[src/rtl/alarm_ctrl_pkg.sv]
// Shared types and select encodings for the alarm clock mode controller.
package alarm_ctrl_pkg;

    typedef enum logic [1:0] {
        ST_CLOCK  = 2'd0,
        ST_ADJUST = 2'd1,
        ST_RING   = 2'd2,
        ST_SNOOZE = 2'd3
    } state_t;

    typedef enum logic [1:0] {
        F_CLK_HR  = 2'd0,
        F_CLK_MIN = 2'd1,
        F_ALM_HR  = 2'd2,
        F_ALM_MIN = 2'd3
    } field_t;

    localparam logic [1:0] SEL_MINS  = 2'b11;
    localparam logic [1:0] SEL_HOURS = 2'b10;
    localparam logic [1:0] SEL_NONE  = 2'b00;

    // Adjust fields form a ring of four; fwd=1 steps toward ALM_MIN, wrapping.
    function automatic field_t field_step(input field_t f, input logic fwd);
        logic [1:0] v;
        v = f;
        v = fwd ? v + 2'd1 : v - 2'd1;
        return field_t'(v);
    endfunction

endpackage

[src/rtl/alarm_match_detect.sv]
// Alarm compare: equality of time and alarm setting gated by the arm switch,
// with a one-cycle pulse on the rising edge of the match condition.
module alarm_match_detect (
    input  logic       clk,
    input  logic       rst,
    input  logic       alarm_on,
    input  logic [4:0] cur_hours,
    input  logic [5:0] cur_mins,
    input  logic [4:0] alm_hours,
    input  logic [5:0] alm_mins,
    output logic       match_rise
);

    logic match;
    logic match_prev;

    assign match = alarm_on && (cur_hours == alm_hours) && (cur_mins == alm_mins);

    // Tracked in every controller state so a match that began while adjusting
    // does not look like a fresh edge once the clock resumes.
    always_ff @(posedge clk) begin
        if (rst) match_prev <= 1'b0;
        else     match_prev <= match;
    end

    assign match_rise = match & ~match_prev;

endmodule

[src/rtl/alarm_mode_controller.sv]
// Alarm clock mode/sequence controller: adjust commands, display select, ring cycle.
// Optional snooze state is built when ALARM_SNOOZE_EN is defined.
module alarm_mode_controller #(
    parameter int RING_TICKS   = 60,
    parameter int SNOOZE_TICKS = 300
) (
    input  logic       clk,
    input  logic       rst,
    input  logic       tick_1hz,
    input  logic       btn_c,
    input  logic       btn_l,
    input  logic       btn_r,
    input  logic       btn_u,
    input  logic       btn_d,
    input  logic       alarm_on,
    input  logic [4:0] cur_hours,
    input  logic [5:0] cur_mins,
    input  logic [4:0] alm_hours,
    input  logic [5:0] alm_mins,
    output logic       clock_run,
    output logic [1:0] clk_sel,
    output logic [1:0] alm_sel,
    output logic       adj_pulse,
    output logic       up_down,
    output logic       display_sel,
    output logic [3:0] field_leds,
    output logic       buzzer
);
    import alarm_ctrl_pkg::*;

    // Ring and snooze never overlap, so one seconds counter serves both.
    localparam int CW = $clog2(((RING_TICKS > SNOOZE_TICKS) ? RING_TICKS : SNOOZE_TICKS) + 1);
    localparam logic [CW-1:0] RING_LAST = CW'(RING_TICKS - 1);
`ifdef ALARM_SNOOZE_EN
    localparam logic [CW-1:0] SNZ_LAST  = CW'(SNOOZE_TICKS - 1);
`endif

    state_t        state, state_nx;
    field_t        field, field_nx;
    logic [CW-1:0] tcnt, tcnt_nx;
    logic          match_rise;

    logic       adj_nx, up_down_nx, clock_run_nx, display_sel_nx, buzzer_nx;
    logic [1:0] clk_sel_nx, alm_sel_nx;
    logic [3:0] field_leds_nx;

    alarm_match_detect u_match (
        .clk        (clk),
        .rst        (rst),
        .alarm_on   (alarm_on),
        .cur_hours  (cur_hours),
        .cur_mins   (cur_mins),
        .alm_hours  (alm_hours),
        .alm_mins   (alm_mins),
        .match_rise (match_rise)
    );

    always_ff @(posedge clk) begin
        if (rst) begin
            state       <= ST_CLOCK;
            field       <= F_CLK_HR;
            tcnt        <= '0;
            clock_run   <= 1'b1;
            clk_sel     <= SEL_NONE;
            alm_sel     <= SEL_NONE;
            adj_pulse   <= 1'b0;
            up_down     <= 1'b1;
            display_sel <= 1'b0;
            field_leds  <= 4'b0000;
            buzzer      <= 1'b0;
        end else begin
            state       <= state_nx;
            field       <= field_nx;
            tcnt        <= tcnt_nx;
            clock_run   <= clock_run_nx;
            clk_sel     <= clk_sel_nx;
            alm_sel     <= alm_sel_nx;
            adj_pulse   <= adj_nx;
            up_down     <= up_down_nx;
            display_sel <= display_sel_nx;
            field_leds  <= field_leds_nx;
            buzzer      <= buzzer_nx;
        end
    end

    always_comb begin
        state_nx   = state;
        field_nx   = field;
        tcnt_nx    = tcnt;
        adj_nx     = 1'b0;
        up_down_nx = up_down;
        case (state)
            ST_CLOCK: begin
                if (match_rise) begin
                    state_nx = ST_RING;
                    tcnt_nx  = '0;
                end else if (btn_c) begin
                    state_nx = ST_ADJUST;
                    field_nx = F_CLK_HR;
                end
            end
            ST_ADJUST: begin
                if (btn_r && !btn_l)      field_nx = field_step(field, 1'b1);
                else if (btn_l && !btn_r) field_nx = field_step(field, 1'b0);
                // No count pulse on the exit cycle: the selects drop to none then.
                if (btn_c) begin
                    state_nx = ST_CLOCK;
                end else if (btn_u ^ btn_d) begin
                    adj_nx     = 1'b1;
                    up_down_nx = btn_u;
                end
            end
            ST_RING: begin
                if (!alarm_on || btn_c) begin
                    state_nx = ST_CLOCK;
`ifdef ALARM_SNOOZE_EN
                end else if (btn_u || btn_d) begin
                    state_nx = ST_SNOOZE;
                    tcnt_nx  = '0;
`endif
                end else if (tick_1hz) begin
                    if (tcnt == RING_LAST) state_nx = ST_CLOCK;
                    else                   tcnt_nx  = tcnt + 1'b1;
                end
            end
            ST_SNOOZE: begin
`ifdef ALARM_SNOOZE_EN
                if (!alarm_on || btn_c) begin
                    state_nx = ST_CLOCK;
                end else if (tick_1hz) begin
                    if (tcnt == SNZ_LAST) begin
                        state_nx = ST_RING;
                        tcnt_nx  = '0;
                    end else begin
                        tcnt_nx  = tcnt + 1'b1;
                    end
                end
`else
                state_nx = ST_CLOCK;
`endif
            end
            default: state_nx = ST_CLOCK;
        endcase
    end

    // Decoded from the next state so every output lands with its cause.
    always_comb begin
        clock_run_nx   = 1'b1;
        clk_sel_nx     = SEL_NONE;
        alm_sel_nx     = SEL_NONE;
        display_sel_nx = 1'b0;
        field_leds_nx  = 4'b0000;
        buzzer_nx      = (state_nx == ST_RING);
        if (state_nx == ST_ADJUST) begin
            clock_run_nx = 1'b0;
            case (field_nx)
                F_CLK_HR:  clk_sel_nx = SEL_HOURS;
                F_CLK_MIN: clk_sel_nx = SEL_MINS;
                F_ALM_HR:  alm_sel_nx = SEL_HOURS;
                default:   alm_sel_nx = SEL_MINS;
            endcase
            display_sel_nx = (field_nx == F_ALM_HR) || (field_nx == F_ALM_MIN);
            field_leds_nx  = 4'b0001 << field_nx;
        end
    end

endmodule
[config.mk]
export PLATFORM = sky130hd
export DESIGN_NAME = alarm_mode_controller
export DESIGN_NICKNAME = d
export VERILOG_FILES = /design/src/rtl/alarm_ctrl_pkg.sv /design/src/rtl/alarm_match_detect.sv /design/src/rtl/alarm_mode_controller.sv
export SDC_FILE = /design/constraint.sdc
export NUM_CORES = 1
export LEC_CHECK = 0
export ABC_AREA = 1
export CORE_MARGIN = 2
export CORE_UTILIZATION = 45
export CTS_CLUSTER_SIZE = 20
export DETAILED_ROUTE_END_ITERATION = 8
export MAX_ROUTING_LAYER = met4
export PLACE_DENSITY = 0.74
export RECOVER_POWER = 50
export SYNTH_ARGS = -nofsm -noshare
export SYNTH_HDL_FRONTEND = slang
export SYNTH_SLANG_ARGS = --single-unit
export TNS_END_PERCENT = 1
[constraint.sdc]
create_clock -name clk -period 2.7 [get_ports clk]
set_input_delay 0.405 -clock clk [delete_from_list [all_inputs] [get_ports clk]]
set_output_delay 0.405 -clock clk [all_outputs]
set_load 0.03 [all_outputs]
==> results of run 1 <==
[per-stage QoR]
step                instances  instance area (um^2)  power, uW  util, %
global route              294                  1910        825     63.2
floorplan                 204                  1420        468        -
finish                    294                  1910        789     63.2
detailed placement        290                  1900        538     62.7
CTS                       294                  1950        803     64.4
global placement          290                  1900        537     62.7
[placed cells by master, fill, tap and decap left out]
cell type	Yosys	routed
nand3_4	1	1
nand2_2	10	6
clkdlybuf4s50_1	0	35
bufinv_16	0	1
xnor2_1	5	5
o211ai_1	1	1
a211oi_1	1	1
nand3_1	11	11
inv_2	3	3
dfxtp_1	26	26
ha_1	1	1
nor2_1	36	37
nand2_8	1	1
xor2_1	3	3
dlygate4sd3_1	0	8
o21ai_1	2	2
nor2_2	1	1
buf_4	2	1
nor3_2	1	1
nand2_1	43	47
nor3_1	2	2
a21oi_1	6	7
clkbuf_4	0	3
nand4_1	2	3
inv_1	33	33
o21ai_0	1	1
nor3b_1	1	1
or2_2	1	1
a21oi_2	8	7
[final cells by class]
cell class / count / area (um^2) / area share, %
multi-input cells: 140 / 713 / 37.3
flip-flops and latches: 26 / 520 / 27.2
repair buffers: 44 / 438 / 22.9
inverters: 36 / 135 / 7.06
well taps: 44 / 55.1 / 2.88
clock inverters: 1 / 30.0 / 1.57
clock buffers: 3 / 22.5 / 1.18
[worst paths after layout]
| path | endpoint | slack [ns] | startpoint | depth (start not counted) |
|---|---|---|---|---|
| setup / recovery | tcnt[1]$_SDFFE_PP0P_ | 0.67 | cur_mins[1] | 12 |
| hold / removal | tcnt[3]$_SDFFE_PP0P_ | 0.50 | tcnt[3]$_SDFFE_PP0P_ | 2 |
| setup reg to reg | tcnt[1]$_SDFFE_PP0P_ | 1.12 | tcnt[0]$_SDFFE_PP0P_ | 8 |
| hold reg to reg | tcnt[3]$_SDFFE_PP0P_ | 0.50 | tcnt[3]$_SDFFE_PP0P_ | 2 |
[report_power, final]
part           internal, uW  switching [uW]
logic                  67.2            61.6
registers               392            2.52
clock network           150             115
[metal layers]
| metal | vias to the layer above | routed length, um | GRT usage (%) |
|---|---|---|---|
| met5 | - | 0 | - |
| met4 | 0 | 19 | 3.81 |
| met3 | 2 | 145 | 3.68 |
| met2 | 22 | 1290 | 28.3 |
| met1 | 558 | 1400 | 21.2 |
| li1 | 720 | - | - |
[state kept, by name, indices dropped and copies added (netlist names)]
register            cells
clock_run               1
display_sel             1
alm_sel                 1
field_leds              4
tcnt                    9
u_match.match_prev      1
adj_pulse               1
up_down                 1
clk_sel                 2
state                   2
buzzer                  1
field                   2
[worst max-delay path, cell delays in order]
cell and delay, ns:
clkdlybuf4s50_1 0.48, inv_1 0.04, nand2_1 0.05, nand2_1 0.04, nor2_1 0.09, nand2_1 0.05
nor2_1 0.17, nand4_1 0.47, nand2_8 0.28, inv_2 0.05, nor2_1 0.08, nor2_1 0.05
[cell families after synthesis]
family,count (synthesis),share of synthesized area [%]
AO/OA/AOI/OAI,19,9.16
buffers and inverters,38,10.6
AND/OR/NAND/NOR,112,37.8
flip-flops,26,36.7
XOR/XNOR,8,4.93
adder cells (fa/ha/maj),1,0.881
==> impl_metrics.py, run 1 <==
metrics = {
    "status": {
        "run_status": "complete, no violations",
    },
    "place": {
        "port_buffers": 43,
        "gp_congestion": 0.798,
        "preCtsSetupSlack_ns": 0.685,
        "hpwl_um": 2290,
    },
    "clock_tree": {
        "cts.clk_slew.worst_paths_ns": 0.14,
        "cts-root-buf": "clkbuf_4",
        "cts_buffers": 3,
        "cts_resized": 0,
        "clock-sinks": 26,
        "ctsHoldBuffers": 0,
        "cts_tree": "built",
        "clk_latency_ns": 0.31,
        "htreeDepth": 1,
        "cts_buffer_depth": 2,
        "post-cts-setup-buffer-count": 0,
    },
    "finish": {
        "final_nets": 283,
        "area_delta_synth_final_pct": 34.8,
        "drive_gt1_share_pct": 10.4,
        "n_antenna_cell": 0,
        "final.fill_count": 286,
    },
    "route": {
        "routed_wl_um": 2860,
        "avgRoutedWirePerCell_um": 9.71,
        "dr.pass1.iters": 4,
        "num_vias": 1302,
        "routed_via_density": 4.43,
        "drtIter0Drc": 46,
        "drc_errors": 0,
        "antenna_left": 0,
    },
    "global_routing": {
        "antenna_found_initial": 0,
        "grt_pass1_vias": 1072,
        "grt_use_total_pct": 17.1,
        "grt_overflow": 0,
        "grt_pass1_wl_um": 4550,
        "grt_max_degree": 16,
    },
    "sta": {
        "fin_ws_ns": 0.669,
        "whs_ns": 0.497,
        "fin_worst_skew_ns": 0.00227,
        "fin_crit_sh_pct": 75.2,
        "slew_headroom_pct": 63.2,
        "drv_slew": 0,
        "fin_setup_tns_ns": 0,
        "finalSetupViolCount": 0,
        "worst_pin_slew_ns": 0.551,
        "hold_violations": 0,
        "rsz0062_at_grt": "false",
        "fin_crit_ns": 2.03,
        "max_clock_freq_mhz": 492,
    },
    "worst_setup_path": {
        "end_kind": "flip-flop",
        "startpoint_type": "input port",
        "required_ns": 2.93,
        "worstSetupPathType": "input port to flip-flop",
        "worst-path-max-fanout": 10,
        "arrival_ns": 2.26,
    },
    "pwr": {
        "p_leak_uw": 0.000850,
        "power.density_nw_per_um2": 412,
        "vdd_ir_drop_max_uv": 394,
    },
    "floorplanning": {
        "start_util_pct": 46.9,
        "ios": 44,
        "rows": 20,
        "die-area_um2": 3620,
        "die_h_um": 60.2,
        "coreArea_um2": 3030,
        "dieWidth_um": 60.2,
    },
    "synth": {
        "syn_area_per_cell_um2": 6.96,
        "synthesis.nets": 236,
        "seq_area_frac_synth_pct": 36.7,
        "synth_area_leaders": "dfxtp_1, nand2_1, nor2_1",
        "yosys_warnings": 0,
        "synth.cell_area_um2": 1420,
        "netlist.area_leader.share_pct": 36.7,
        "synth-main-ff-cell": "dfxtp_1",
        "synthTopCellsByCount": "nand2_1, nor2_1, inv_1",
        "yosys.area.top_type": "dfxtp_1",
        "ys_types": 27,
        "ys_ff_latch": 26,
        "async_flop_share_pct": 0,
        "synth_cells": 204,
        "synth-edff-count": 0,
        "synth_most_common_cell": "nand2_1",
    },
    "job": {
        "cap_violations": 0,
    },
    "worst_hold_path": {
        "hp-class": "flip-flop to flip-flop",
    },
}
Note: power is estimated with default switching activity, not from simulation.
==> inputs of run 2 (changes only) <==
==> constraint.sdc (replaced) <==
create_clock -name clk -period 1.95 [get_ports clk]
set_input_delay 0.2925 -clock clk [delete_from_list [all_inputs] [get_ports clk]]
set_output_delay 0.2925 -clock clk [all_outputs]
set_load 0.03 [all_outputs]
==> impl_metrics.py, run 2 (same netlist as run 1, synthesis figures left out) <==
metrics = {
    "floorplanning": {
        "start_util_pct": 46.9,
        "rows": 20,
        "dieWidth_um": 60.2,
        "die-area_um2": 3620,
        "coreArea_um2": 3030,
        "ios": 44,
        "die_h_um": 60.2,
    },
    "clock_tree": {
        "cts_resized": 0,
        "post-cts-setup-buffer-count": 0,
        "cts_buffer_depth": 2,
        "ctsHoldBuffers": 0,
        "clk_latency_ns": 0.31,
        "cts_tree": "built",
        "cts_buffers": 3,
        "clock-sinks": 26,
        "cts-root-buf": "clkbuf_4",
        "cts.clk_slew.worst_paths_ns": 0.14,
        "htreeDepth": 1,
    },
    "sta": {
        "finalSetupViolCount": 0,
        "fin_worst_skew_ns": 0.0118,
        "worst_pin_slew_ns": 0.342,
        "fin_crit_ns": 1.67,
        "fin_crit_sh_pct": 85.8,
        "fin_setup_tns_ns": 0,
        "slew_headroom_pct": 77.0,
        "hold_violations": 0,
        "max_clock_freq_mhz": 598,
        "drv_slew": 0,
        "rsz0062_at_grt": "false",
    },
    "route": {
        "antenna_left": 0,
        "drtIter0Drc": 19,
        "avgRoutedWirePerCell_um": 9.46,
        "routed_via_density": 4.37,
        "num_vias": 1285,
        "routed_wl_um": 2780,
        "drc_errors": 0,
        "dr.pass1.iters": 4,
    },
    "global_routing": {
        "grt_pass1_wl_um": 4860,
        "grt_use_total_pct": 17.9,
        "grt_overflow": 0,
        "antenna_found_initial": 0,
        "grt_pass1_vias": 1216,
        "grt_max_degree": 16,
    },
    "worst_setup_path": {
        "worst-r2r-setup-slack_ns": 0.37,
        "end_kind": "flip-flop",
        "cpLargestDelayFamily": "simple AND/OR/NAND/NOR gates",
        "arrival_ns": 1.90,
        "path_cells": "clkdlybuf4s50_1, inv_1, nand2_1, nand2_1, nor2_1, nand2_1, nor2_1, nand4_4, nand2_8, inv_2, nor2_1, nor2_1",
        "ff2ff_path_depth": 8,
        "worstSetupPathType": "input port to flip-flop",
        "required_ns": 2.18,
        "crit_top_cell": "nor2_1",
        "worst-path-buf-inv": 3,
        "r2r_end": "tcnt[1]$_SDFFE_PP0P_",
        "startpoint_type": "input port",
        "r2r-start": "tcnt[0]$_SDFFE_PP0P_",
        "slowest_delay_ns": 0.47,
        "worst-path-max-fanout": 10,
        "cp_slowest_cell": "clkdlybuf4s50_1",
        "crit_cells": 12,
    },
    "status": {
        "run_status": "complete, no violations",
    },
    "finish": {
        "final_nets": 283,
        "area_delta_synth_final_pct": 36.7,
        "regMostFlops": "tcnt",
        "largest_reg_flops": 9,
        "n_antenna_cell": 0,
        "fin_cells": 294,
        "layout_common_cells": "nand2_1, nor2_1, clkdlybuf4s50_1",
        "final_area_um2": 1940,
        "layout_commonest_cell": "nand2_1",
        "top_regs": "tcnt x9, field_leds x4",
        "drive_gt1_share_pct": 12.4,
    },
    "pwr": {
        "power.density_nw_per_um2": 559,
        "vdd_ir_drop_max_uv": 386,
        "p_leak_uw": 0.000852,
    },
    "place": {
        "dpl-instance-area_um2": 1900,
        "placed_cells": 290,
        "port_buffers": 43,
        "hpwl_um": 2320,
        "gp_congestion": 0.773,
    },
    "job": {
        "cap_violations": 0,
    },
    "worst_hold_path": {
        "hold_path_end": "tcnt[3]$_SDFFE_PP0P_",
        "hp-start": "tcnt[3]$_SDFFE_PP0P_",
        "holdPathStages": 2,
        "hp-class": "flip-flop to flip-flop",
    },
}
[run 2: cell types whose count changed in the layout (fill, tap and decap cells not counted), sizes merged]
cell,delta
clkdlybuf4s50,+1
dlygate4sd3,-1
[run 2: per-layer routing]
metal / GRT usage, % / wire length (um) / up-vias
met5: - / 0 / -
met3: 2.81 / 94 / 2
met4: 4.76 / 24 / 0
met2: 30.7 / 1290 / 21
met1: 21.8 / 1380 / 548
li1: - / - / 714
[run 2: final cells by class]
cell class | count | area [um^2]
clock buffer | 3 | 22.5
clock inverter | 1 | 30.0
fill | 262 | 1090
inverter | 36 | 135
multi-input combinational | 140 | 739
sequential | 26 | 520
tap | 44 | 55.1
timing repair buffer | 44 | 438
[run 2: worst max path at each step]
stage,endpoint,start
2_1_floorplan,tcnt[0]$_SDFFE_PP0P_,tcnt[0]$_SDFFE_PP0P_
3_3_place_gp,tcnt[0]$_SDFFE_PP0P_,alm_hours[3]
3_5_place_dp,tcnt[0]$_SDFFE_PP0P_,cur_hours[2]
4_1_cts,up_down,up_down$_SDFFE_PP1P_
5_1_grt,tcnt[1]$_SDFFE_PP0P_,cur_mins[1]
6_report,tcnt[1]$_SDFFE_PP0P_,cur_hours[2]
[run 2: power by group]
group / internal (uW) / switching [uW] / total, uW
clock network: 208 / 150 / 358
registers: 543 / 3.53 / 547
logic: 93.7 / 87.2 / 181
[run 2: worst reg2reg max path, cell delays in order (launching register included)]
cell and delay (ns):
dfxtp_1 0.40, ha_1 0.20, nand2_1 0.09, nor3_1 0.21, nand2_1 0.15, nand3_4 0.15
nand2_8 0.10, o21ai_1 0.15, nor2_1 0.05
[run 2: through the flow]
step / setup slack, ns / hold slack (ns) / total power (uW) / util, %
floorplan: 0.562 / 0.355 / 649 / -
global route: 0.0905 / 0.521 / 1140 / 64.1
CTS: 0.304 / 0.499 / 1100 / 64.4
finish: 0.278 / 0.496 / 1090 / 64.1
detailed placement: 0.0311 / 0.477 / 745 / 62.7
global placement: 0.0764 / 0.477 / 743 / 62.7
